===== config.mk =====
export PLATFORM = sky130hd
export DESIGN_NAME = c3_src_loader
export DESIGN_NICKNAME = d
export VERILOG_FILES = /design/src/rtl/c3_src_loader.sv
export SDC_FILE = /design/constraint.sdc
export NUM_CORES = 1
export LEC_CHECK = 0
export ABC_AREA = 1
export BUFFER_PORTS_ARGS = -buffer_cell sky130_fd_sc_hd__buf_2
export CAP_MARGIN = 0
export CORE_MARGIN = 1.5
export CORE_UTILIZATION = 50
export DETAILED_ROUTE_END_ITERATION = 16
export PLACE_DENSITY = 0.77
export SLEW_MARGIN = 20
export SYNTH_ARGS = -nofsm -noshare
export SYNTH_HDL_FRONTEND = slang
export SYNTH_SLANG_ARGS = --single-unit

===== constraint.sdc =====
create_clock -name clk -period 1.8 [get_ports clk]
set_input_delay 0.18 -clock clk [delete_from_list [all_inputs] [get_ports clk]]
set_output_delay 0.18 -clock clk [all_outputs]
set_load 0.1 [all_outputs]

===== src/rtl/c3_src_loader.sv =====
// Streams one frame of NUM_MAPS x MAP_WORDS source pixels into the C3 source buffer.
// Each accepted word is written one cycle later at {map index, word index}.
module c3_src_loader #(
  parameter int MAP_WORDS = 196,
  parameter int NUM_MAPS  = 6
) (
  input  logic        clk,
  input  logic        rst_n,
  input  logic        start,
  input  logic [15:0] in_data,
  input  logic        in_valid,
  output logic        in_ready,
  output logic [15:0] wr_data,
  output logic [31:0] wr_addr,
  output logic        we,
  output logic        busy,
  output logic        done
);

  localparam logic [1:0] IDLE  = 2'd0;
  localparam logic [1:0] LOAD  = 2'd1;
  localparam logic [1:0] DRAIN = 2'd2;
  localparam logic [1:0] DONE  = 2'd3;

  localparam logic [7:0] LAST_WORD = 8'(MAP_WORDS - 1);
  localparam logic [7:0] LAST_MAP  = 8'(NUM_MAPS - 1);

  logic [1:0] state;
  logic [7:0] word_cnt;
  logic [7:0] map_cnt;
  logic       accept;

  // Handshake depends on state only so upstream never sees a combinational loop.
  assign in_ready = (state == LOAD);
  assign busy     = (state != IDLE);
  assign done     = (state == DONE);
  assign accept   = in_valid & in_ready;

  always_ff @(posedge clk or negedge rst_n) begin
    if (!rst_n) begin
      state    <= IDLE;
      word_cnt <= 8'd0;
      map_cnt  <= 8'd0;
      we       <= 1'b0;
      wr_data  <= 16'd0;
      wr_addr  <= 32'd0;
    end else begin
      we <= accept;
      if (accept) begin
        wr_data <= in_data;
        wr_addr <= {16'h0000, map_cnt, word_cnt};
      end

      case (state)
        IDLE: begin
          if (start) begin
            state    <= LOAD;
            word_cnt <= 8'd0;
            map_cnt  <= 8'd0;
          end
        end
        LOAD: begin
          if (accept) begin
            if (word_cnt == LAST_WORD) begin
              word_cnt <= 8'd0;
              // Last word of the last map closes the frame.
              if (map_cnt == LAST_MAP) begin
                map_cnt <= 8'd0;
                state   <= DRAIN;
              end else begin
                map_cnt <= map_cnt + 8'd1;
              end
            end else begin
              word_cnt <= word_cnt + 8'd1;
            end
          end
        end
        DRAIN:   state <= DONE;
        DONE:    state <= IDLE;
        default: state <= IDLE;
      endcase
    end
  end

endmodule


==> key figures, run 1 <==
Power
  – Total power: 5.82 mW
  – Lkg Pwr: 1.64 nW
  – Pwr Density: 1940 mW/mm2
  – VDD IR-drop max: 1.80 mV

Floorplan
  – Die area: 0.00551 mm2
  – Core area: 0.00482 mm2
  – Initial Util: 52.7%
  – Die Y-Extent: 74.3 um
  – Site Rows: 25
  – Top-level I/O count: 72
  – Die Span X: 74.3 um

Drt
  – Drt first pass iters: 4
  – Final WL: 5.00 mm
  – DRT iter0 DRCs: 131
  – Via density: 4.84
  – ANT nets after route: 0
  – Wire per inst: 11.4 um
  – Remaining DRCs: 0
  – Via count: 2,115

STA
  – Max frequency: 578 MHz
  – Final-report setup violation count: 0
  – Crit path time final: 1.73 ns
  – Final hold viol count: 0
  – Crit share post-route: 96.2%
  – RSZ-0062 raised after global routing: false
  – Final Max Tran Viols: 0
  – Final Skew: 0.00688 ns
  – Final worst slack: 0.0687 ns
  – Fin Setup TNS: 0 ns

Finish
  – Final #Nets: 397
  – Final std cells w/o fill: 437
  – Layout cells sized above 1: 23.5%
  – FILL cells: 448
  – Most common cell after layout, fill and taps aside: nand2_1
  – Area delta synth->final: 18.1%
  – Number of inserted diodes: 0
  – Most frequent cells in the layout: 113 x nand2_1, 55 x buf_2, 51 x dfrtp_1, 23 x inv_1, 22 x o21ai_0
  – Post-route cell area: 0.00300 mm2

Synthesis
  – FF+latch count, synth: 51
  – Post-synth top area share: 50.3%
  – Compound-Gate Fraction of Synth Area: 7.20%
  – Avg Inst Size Synth: 8.19 um2
  – Biggest area consumer among synthesized cells: dfrtp_1
  – Post-Synth Simple-Gate Area: 26.7%
  – YS warnings: 0
  – Synth Area in XOR/XNOR: 0.345%
  – Post-Synth Adder-Cell Area: 3.94%
  – Netlist cell types: 24
  – Area contributors post-synth: dfrtp_1 50%, nand2_1 17%, buf_4 5.0%
  – Mux contribution to synthesized area: 0%
  – Largest family of logic cells by synthesized area: simple AND/OR/NAND/NOR gates
  – Synth Cell Area: 0.00254 mm2
  – Post-synthesis cell count: 310
  – Sequential-to-total area share from yosys stat: 50.3%

Place
  – Pre-CTS setup slack: 0.238 ns
  – Placed Area: 0.00288 mm2
  – Placed Cells incl. Taps: 428
  – Dpl hpwl: 3.63 mm
  – GP Congestion: 0.897
  – Port Buffer Count: 55

Worst setup path
  – Buf+Inv Stages, Crit Path: 3
  – Worst reg2reg startpoint: state[1]
  – CP cell instances: inv_2, ha_4, clkinvlp_4, buf_2
  – Worst Setup SP: state[0]
  – Req. time, crit path: 1.62 ns
  – CP top delay family: buffers and inverters
  – Startpoint Class: flop
  – Critical path's largest stage delay: 0.47 ns
  – Worst Path Arrival: 1.55 ns
  – CP endpoint kind: primary output
  – Worst Path Max Fanout: 4
  – Critical path class: reg2out
  – Critical path's slowest cell: dfrtp_1

Global routing
  – GRT Residual Overflow: 0
  – GR Util All Layers: 18.7%
  – Largest net degree at the start of global routing: 41
  – Antenna violations before repair: 0
  – First-pass GRT wire length: 8.11 mm
  – Vias in the first global route: 1,888

CTS
  – Worst skew pair latency: 0.30 ns
  – Clock buffer count from CTS: 5
  – Clock Pin Slew Worst Setup and Hold Paths: 0.09 ns
  – TritonCTS Sinks: 51
  – CTS max path bufs: 2
  – # H-tree levels: 2
  – Root Buffer: clkbuf_8
  – CTS tree: yes

Flow run
  – Max-cap violations: 0

Hold path
  – Class of the worst hold path: in2reg
  – Min-delay src: in_data[1]

Outcome
  – Status: finished, final reports clean
[final cells by class]
| cell class | instances | area [um2] | area share [%] |
|---|---|---|---|
| multi-input combinational | 220 | 1060 | 35.4 |
| tap | 67 | 83.8 | 2.80 |
| inverter | 27 | 108 | 3.59 |
| sequential | 51 | 1280 | 42.6 |
| clock buffer | 5 | 68.8 | 2.30 |
| timing repair buffer | 64 | 358 | 11.9 |
| clock inverter | 3 | 43.8 | 1.46 |
[synth_stat cells, drive strengths merged]
library cell / n
nand2: 117
dfrtp: 51
o21ai: 29
inv: 27
buf: 23
nand3: 20
nor2: 14
nand4: 10
ha: 8
clkbuf: 4
a21oi: 3
conb: 1
nor3: 1
or2: 1
xnor2: 1
[final timing paths]
path | to | slack (ns) | cells after the start
max in group asynchronous | wr_addr[8] | 0.85 | 3
min in group asynchronous | wr_data[8] | 0.33 | 2
setup / recovery | busy | 0.07 | 4
hold / removal | wr_data[1] | 0.08 | 3
setup reg to reg | word_cnt[6] | 0.22 | 8
hold reg to reg | wr_data[7] | 0.48 | 2
[logic make-up (layout without fill, tap and decap cells)]
group | after synthesis | count (layout)
compound gates | 32 | 32
xor+xnor | 1 | 1
fa+ha+maj | 8 | 8
buf+inv | 54 | 99
flops | 51 | 51
other cells | 1 | 16
simple gates | 163 | 163
[where the power goes]
group / internal (mW) / total [mW] / switching [mW] / leakage (nW)
logic: 0.609 / 3.46 / 2.85 / 0.904
clock network: 0.414 / 0.786 / 0.372 / 0.0581
registers: 1.42 / 1.58 / 0.165 / 0.681
[registers in the layout, indices dropped and copies added, names as in the netlist]
name and count:
state 2, we 1, word_cnt 8, wr_data 16, wr_addr 16, map_cnt 8
[per-stage QoR]
stage | util [%] | hold slack (ns)
4_1_cts | 62.2 | 0.0762
2_1_floorplan | - | -0.116
3_3_place_gp | 59.7 | 0.123
5_1_grt | 62.2 | 0.0756
3_5_place_dp | 59.7 | 0.128
6_report | 62.2 | 0.0770
[tightest hold or removal path: stages]
cell     delay (ns)
buf_2          0.07
nand2_1        0.04
nand2_1        0.05
[layer usage]
layer / share of wire [%] / GRT usage, %
met5: 0 / 0
met1: 48 / 25.0
met2: 44 / 31.6
met3: 6.6 / 3.52
met4: 0.82 / 4.85
[what timing repair did]
item / 4_1_cts / 5_1_grt
hold buffers: 1 / 0
buffers inserted: 0 / 0
hold endpoints to repair: 16 / 0
gates resized for setup: 0 / 0
No activity file was read; power rests on OpenSTA's default activity.
==> inputs of run 2 (changes only) <==
--- a/config.mk
+++ b/config.mk
@@ -5,13 +5,13 @@
 export SDC_FILE = /design/constraint.sdc
 export NUM_CORES = 1
 export LEC_CHECK = 0
-export ABC_AREA = 1
 export BUFFER_PORTS_ARGS = -buffer_cell sky130_fd_sc_hd__buf_2
 export CAP_MARGIN = 0
 export CORE_MARGIN = 1.5
 export CORE_UTILIZATION = 50
 export DETAILED_ROUTE_END_ITERATION = 16
-export PLACE_DENSITY = 0.77
+export PLACE_DENSITY = 0.85
+export SETUP_SLACK_MARGIN = 0.02
 export SLEW_MARGIN = 20
 export SYNTH_ARGS = -nofsm -noshare
 export SYNTH_HDL_FRONTEND = slang
==> key figures, run 2 <==
Floorplan
  – Die Y-Extent: 74.5 um (was 74.3 um)
  – Site Rows: 25 (unchanged)
  – Die area: 0.00555 mm2 (was 0.00551 mm2)
  – Die Span X: 74.5 um (was 74.3 um)
  – Top-level I/O count: 72 (unchanged)
  – Core area: 0.00482 mm2 (unchanged)
  – Initial Util: 53.0% (was 52.7%)

STA
  – Max frequency: 584 MHz (was 578 MHz)
  – Fin Setup TNS: 0 ns (unchanged)
  – Final-report setup violation count: 0 (unchanged)
  – Final hold viol count: 0 (unchanged)
  – Final Skew: 0.0126 ns (was 0.00688 ns)
  – Crit share post-route: 95.2% (was 96.2%)
  – Crit path time final: 1.71 ns (was 1.73 ns)
  – Final Max Tran Viols: 0 (unchanged)

Synthesis
  – Dominant synthesized flop cell: dfrtp_1 (unchanged)
  – Post-synthesis cell count: 222 (was 310)
  – Area contributors post-synth: dfrtp_1 50%, mux2_2 14%, buf_4 5.0% (was dfrtp_1 50%, nand2_1 17%, buf_4 5.0%)
  – Asr flop ratio synth: 100% (unchanged)
  – Synth Cell Area: 0.00255 mm2 (was 0.00254 mm2)
  – Avg Inst Size Synth: 11.5 um2 (was 8.19 um2)
  – Biggest area consumer among synthesized cells: dfrtp_1 (unchanged)
  – EDFF count, synth: 0 (unchanged)
  – Top-count cell post-synth: dfrtp_1 (was nand2_1)
  – Commonest cells post-synth: 51 x dfrtp_1, 31 x mux2_2, 18 x nand2_1 (was 115 x nand2_1, 51 x dfrtp_1, 26 x inv_1)
  – Netlist cell types: 43 (was 24)
  – FF+latch count, synth: 51 (unchanged)
  – YS warnings: 0 (unchanged)
  – Post-synth top area share: 50.0% (was 50.3%)
  – Sequential-to-total area share from yosys stat: 50.0% (was 50.3%)

Worst setup path
  – CP endpoint kind: flop (was primary output)
  – Worst Path Max Fanout: 6 (was 4)
  – CP cell instances: inv_2, ha_1, nor2b_2, nor3_2, nand2_2, o311ai_2 (was inv_2, ha_4, clkinvlp_4, buf_2)
  – Req. time, crit path: 2.00 ns (was 1.62 ns)
  – Worst Path Arrival: 1.91 ns (was 1.55 ns)
  – Critical path's slowest cell: dfrtp_1 (unchanged)
  – Critical path class: reg2reg (was reg2out)
  – Startpoint Class: flop (unchanged)
  – Critical path's largest stage delay: 0.42 ns (was 0.47 ns)

Power
  – Lkg Pwr: 1.44 nW (was 1.64 nW)
  – Pwr Density: 1110 mW/mm2 (was 1940 mW/mm2)
  – VDD IR-drop max: 0.677 mV (was 1.80 mV)
  – Total power: 3.45 mW (was 5.82 mW)

CTS
  – Worst skew pair latency: 0.31 ns (was 0.30 ns)
  – CTS max path bufs: 2 (unchanged)
  – CTS tree: yes (unchanged)
  – Root Buffer: clkbuf_8 (unchanged)
  – Clock buffer count from CTS: 5 (unchanged)
  – # H-tree levels: 2 (unchanged)
  – Clock Pin Slew Worst Setup and Hold Paths: 0.09 ns (about the same)
  – TritonCTS Sinks: 51 (unchanged)

Global routing
  – First-pass GRT wire length: 7.67 mm (was 8.11 mm)
  – Vias in the first global route: 1,743 (was 1,888)
  – Antenna violations before repair: 0 (unchanged)
  – Largest net degree at the start of global routing: 35 (was 41)
  – GR Util All Layers: 18.1% (was 18.7%)
  – GRT Residual Overflow: 0 (unchanged)

Drt
  – Drt first pass iters: 4 (unchanged)
  – Wire per inst: 13.8 um (was 11.4 um)
  – DRT iter0 DRCs: 93 (was 131)
  – Via density: 5.40 (was 4.84)
  – Final WL: 4.95 mm (was 5.00 mm)
  – ANT nets after route: 0 (unchanged)
  – Via count: 1,937 (was 2,115)
  – Remaining DRCs: 0 (unchanged)

Finish
  – Area delta synth->final: 21.8% (was 18.1%)
  – Final #Nets: 319 (was 397)
  – Layout cells sized above 1: 45.2% (was 23.5%)
  – Top flop regs: wr_addr (16), wr_data (16) (unchanged)
  – Number of inserted diodes: 0 (unchanged)
  – Most common cell after layout, fill and taps aside: buf_2 (was nand2_1)
  – Most frequent cells in the layout: 55 x buf_2, 51 x dfrtp_1, 31 x mux2_2, 17 x nand2_1, 16 x conb_1 (was 113 x nand2_1, 55 x buf_2, 51 x dfrtp_1, 23 x inv_1, 22 x o21ai_0)
  – Fin util: 64.6% (was 62.2%)
  – FILL cells: 373 (was 448)

Place
  – Dpl hpwl: 3.52 mm (was 3.63 mm)
  – GP Congestion: 0.869 (was 0.897)
  – Port Buffer Count: 55 (unchanged)

Hold path
  – Class of the worst hold path: in2reg (unchanged)

Outcome
  – Status: finished, final reports clean (unchanged)

Flow run
  – Max-cap violations: 0 (unchanged)
==> run 2: cell count changes in the layout (fill, tap and decap cells not counted), sizes merged, moves of 3 or more <==
cell / delta
nand2: -99
mux2: +32
inv: -20
o21ai: -17
nor2: -10
buf: +9
nand3: -9
nand4: -7
a41oi: +5
o211ai: +5
nor3: +4
a31oi: +3
nand2b: +3
o31ai: +3
==> run 2: worst max-delay path, delay by kind of cell (launching register included) <==
kind | cells | cell delay (ns)
simple gates | 3 | 0.60
flops | 1 | 0.42
compound gates | 1 | 0.28
fa+ha+maj | 1 | 0.22
buf+inv | 1 | 0.08
==> run 2: logic make-up (layout without fill, tap and decap cells) <==
group                      Yosys count  after routing  share of synthesized area [%]
muxes                               33             33                           14.5
buffers and inverters               32             87                           8.08
adders and majority gates            8              8                           3.92
other                                1             16                          0.147
and+or+nand+nor                     61             61                           13.7
AOI/OAI and AO/OA                   36             36                           9.75
DFF                                 51             51                           50.0
==> run 2: cell type report <==
| cell class | count | area [um2] | share of cell area, % |
|---|---|---|---|
| tap | 67 | 83.8 | 2.69 |
| inverter | 6 | 22.5 | 0.723 |
| sequential | 51 | 1280 | 41.0 |
| clock buffer | 7 | 96.3 | 3.09 |
| timing repair buffer | 73 | 438 | 14.1 |
| multi-input combinational | 154 | 1190 | 38.2 |
| clock inverter | 1 | 7.51 | 0.241 |
==> run 2: repair_timing <==
| item | CTS | global route |
|---|---|---|
| endpoints found under the setup margin | 2 | 13 |
| hold buffers | 1 | 0 |
| buffers inserted | 1 | 3 |
| endpoints found under the hold margin | 20 | 0 |
| cloned | 0 | 0 |
| gates resized for setup | 2 | 8 |
| pin swaps | 2 | 1 |
==> run 2: per-layer routing <==
| metal | global-route usage [%] | routed length [um] |
|---|---|---|
| met1 | 22.6 | 2080 |
| met2 | 30.9 | 2420 |
| met3 | 4.74 | 394 |
| met4 | 5.66 | 52 |
| met5 | 0 | 0 |
==> run 2: where the power goes <==
group | internal (mW) | switching, mW
combinational | 0.267 | 1.05
clock | 0.350 | 0.362
sequential | 1.29 | 0.124
==> run 2: worst paths after layout <==
path	depth (start not counted)	slack, ns	startpoint	to
setup / recovery	6	0.09	state[1]	map_cnt[4]
hold / removal	2	0.10	in_data[1]	wr_data[1]
setup reg to reg	6	0.09	state[1]	map_cnt[4]
hold reg to reg	2	0.49	wr_addr[9]	wr_addr[9]
max in group asynchronous	3	0.91	rst_n	map_cnt[4]
min in group asynchronous	2	0.36	rst_n	word_cnt[1]
==> run 2: through the flow <==
stage	area [um2]	instances	hold WS, ns	setup WS (ns)
floorplan	2640	237	-0.116	-0.0765
global placement	2920	346	0.168	0.0950
detailed placement	2920	346	0.168	-0.0114
CTS	3060	356	0.0918	0.00713
global route	3110	359	0.0963	-0.0554
finish	3110	359	0.102	0.0862
==> inputs of run 3 (changes only) <==
--- a/config.mk
+++ b/config.mk
@@ -10,7 +10,7 @@
 export CORE_MARGIN = 1.5
 export CORE_UTILIZATION = 50
 export DETAILED_ROUTE_END_ITERATION = 16
-export PLACE_DENSITY = 0.85
+export PLACE_DENSITY_LB_ADDON = 0.12
 export SETUP_SLACK_MARGIN = 0.02
 export SLEW_MARGIN = 20
 export SYNTH_ARGS = -nofsm -noshare
==> key figures, run 3 (synthesized netlist as in run 2, its figures left out) <==
Outcome
  – Status: finished, final reports clean (unchanged)

Global routing
  – GRT Residual Overflow: 0 (unchanged)
  – Vias in the first global route: 1,736 (was 1,743)
  – GR Util All Layers: 18.1% (about the same)
  – Antenna violations before repair: 0 (unchanged)
  – First-pass GRT wire length: 7.74 mm (was 7.67 mm)
  – Largest net degree at the start of global routing: 35 (unchanged)

STA
  – Fin Setup TNS: 0 ns (unchanged)
  – Crit share post-route: 95.3% (was 95.2%)
  – Final Skew: 0.0141 ns (was 0.0126 ns)
  – Crit path time final: 1.71 ns (about the same)
  – Final hold viol count: 0 (unchanged)
  – RSZ-0062 raised after global routing: true
  – Final Max Tran Viols: 0 (unchanged)
  – Final-report setup violation count: 0 (unchanged)
  – Max frequency: 583 MHz (was 584 MHz)

Finish
  – Top flop regs: wr_addr (16), wr_data (16) (unchanged)
  – Area delta synth->final: 24.4% (was 21.8%)
  – Final #Nets: 323 (was 319)
  – FILL cells: 423 (was 373)
  – Fin util: 66.0% (was 64.6%)
  – Most frequent cells in the layout: 54 x buf_2, 51 x dfrtp_1, 31 x mux2_2, 19 x buf_4, 18 x nand2_1 (was 55 x buf_2, 51 x dfrtp_1, 31 x mux2_2, 17 x nand2_1, 16 x conb_1)
  – Layout cells sized above 1: 44.6% (was 45.2%)
  – Most common cell after layout, fill and taps aside: buf_2 (unchanged)
  – Number of inserted diodes: 0 (unchanged)

CTS
  – Clock buffer count from CTS: 5 (unchanged)
  – # H-tree levels: 2 (unchanged)
  – CTS max path bufs: 2 (unchanged)
  – Clock Pin Slew Worst Setup and Hold Paths: 0.10 ns (was 0.09 ns)
  – CTS tree: yes (unchanged)
  – Root Buffer: clkbuf_8 (unchanged)
  – Worst skew pair latency: 0.31 ns (about the same)
  – TritonCTS Sinks: 51 (unchanged)

Drt
  – WL met1: 2.16 mm (was 2.08 mm)
  – ANT nets after route: 0 (unchanged)
  – DRT iter0 DRCs: 86 (was 93)
  – Via density: 5.30 (was 5.40)
  – Wire per inst: 13.1 um (was 13.8 um)
  – Met3 WL: 323 um (was 394 um)
  – Drt first pass iters: 4 (unchanged)
  – Top Layer Used: met4 (unchanged)
  – Via count: 1,924 (was 1,937)
  – Detailed route wirelength on metal2: 2.22 mm (was 2.42 mm)
  – Remaining DRCs: 0 (unchanged)
  – Final WL: 4.76 mm (was 4.95 mm)

Power
  – Pwr Density: 1150 mW/mm2 (was 1110 mW/mm2)
  – Internal power: 2.11 mW (was 1.91 mW)
  – Switching share of power: 42.2% (was 44.6%)
  – Sequential power share: 38.6% (was 41.1%)
  – Combinational power share: 35.8% (was 38.3%)
  – Clock Power Share: 25.6% (was 20.6%)
  – VDD IR-drop max: 0.906 mV (was 0.677 mV)
  – Lkg Pwr: 1.49 nW (was 1.44 nW)
  – Net switching power: 1.54 mW (about the same)

Floorplan
  – Top-level I/O count: 72 (unchanged)
  – Site Rows: 25 (unchanged)
  – Initial Util: 53.0% (unchanged)
  – Die area: 0.00555 mm2 (unchanged)
  – Core area: 0.00482 mm2 (unchanged)
  – Die Span X: 74.5 um (unchanged)
  – Die Y-Extent: 74.5 um (unchanged)

Place
  – Port Buffer Count: 55 (unchanged)
  – Dpl hpwl: 3.37 mm (was 3.52 mm)
  – GP Congestion: 0.874 (was 0.869)

Hold path
  – Class of the worst hold path: in2reg (unchanged)
  – Min-delay src: in_data[11] (was in_data[1])
  – Worst hold stages: 2 (unchanged)
  – WHS Endpoint: wr_data[11] (was wr_data[1])

Worst setup path
  – Worst Path Arrival: 1.92 ns (was 1.91 ns)
  – Worst reg2reg startpoint: map_cnt[4] (was state[1])
  – Startpoint Class: flop (unchanged)
  – CP endpoint kind: flop (unchanged)
  – Worst R2R Setup Slack: 0.09 ns (about the same)
  – R2R Path End: state[1] (was map_cnt[4])
  – Worst r2r path cells: 4 (was 6)
  – Critical path class: reg2reg (unchanged)
  – Req. time, crit path: 2.01 ns (was 2.00 ns)
  – Worst Path Max Fanout: 7 (was 6)

Flow run
  – Max-cap violations: 0 (unchanged)
-- run 3: cell types whose count changed in the layout (fill, tap and decap cells not counted), sizes merged --
cell    previous run  this run
clkbuf             7         5
buf               72        76
bufinv             0         2
-- run 3: what timing repair did --
| action | CTS | global route |
|---|---|---|
| setup endpoints to repair | 1 | 11 |
| hold buffers | 1 | 0 |
| buffers inserted | 0 | 5 |
| pin swaps | 0 | 2 |
| gates resized for setup | 1 | 7 |
| endpoints found under the hold margin | 19 | 0 |
-- run 3: worst max-delay path by stage --
| stage | cells past startpoint | end | slack [ns] | start |
|---|---|---|---|---|
| floorplan | 7 | map_cnt[0] | -0.08 | state[1] |
| global placement | 7 | state[1] | 0.003 | map_cnt[1] |
| detailed placement | 7 | state[1] | 0.05 | map_cnt[1] |
| CTS | 7 | state[1] | 0.03 | map_cnt[1] |
| global route | 7 | state[1] | -0.005 | map_cnt[1] |
| finish | 4 | state[1] | 0.09 | map_cnt[4] |
-- run 3: cell type report --
type	instances	area [um2]	area share, %
well taps	67	83.8	2.64
clock inverters	3	67.6	2.13
multi-input cells	154	1180	37.0
repair buffers	77	483	15.2
inverters	6	22.5	0.709
flip-flops and latches	51	1280	40.2
clock buffers	5	68.8	2.17
-- run 3: critical path: stages, from the launching register on --
cell     delay [ns]
dfrtp_1        0.46
nor3_1         0.43
a41oi_2        0.18
nor3_2         0.21
mux2_1         0.33
-- run 3: power by group through the flow --
stage	Sequential (mW)	Combinational, mW	Clock, mW
finish	1.41	1.30	0.932
detailed placement	1.43	1.31	0
CTS	1.41	1.31	0.952
global route	1.43	1.37	0.994
global placement	1.43	1.30	0
floorplan	2.11	0.439	0
-- run 3: layer usage --
metal  vias to the layer above  global-route usage [%]
li1                        917                       -
met5                         -                       0
met1                       936                    23.1
met3                         6                    4.61
met4                         0                    4.24
met2                        65                    31.1
-- run 3: stage by stage --
step,power (mW),setup WS (ns),cell area [um2],hold WS (ns),cells
floorplan,2.54,-0.0765,2640,-0.116,237
global placement,2.72,0.00268,2960,0.158,349
detailed placement,2.74,0.0533,2960,0.167,349
CTS,3.67,0.0268,3110,0.0991,358
global route,3.79,-0.00486,3180,0.0974,363
finish,3.65,0.0851,3180,0.105,363
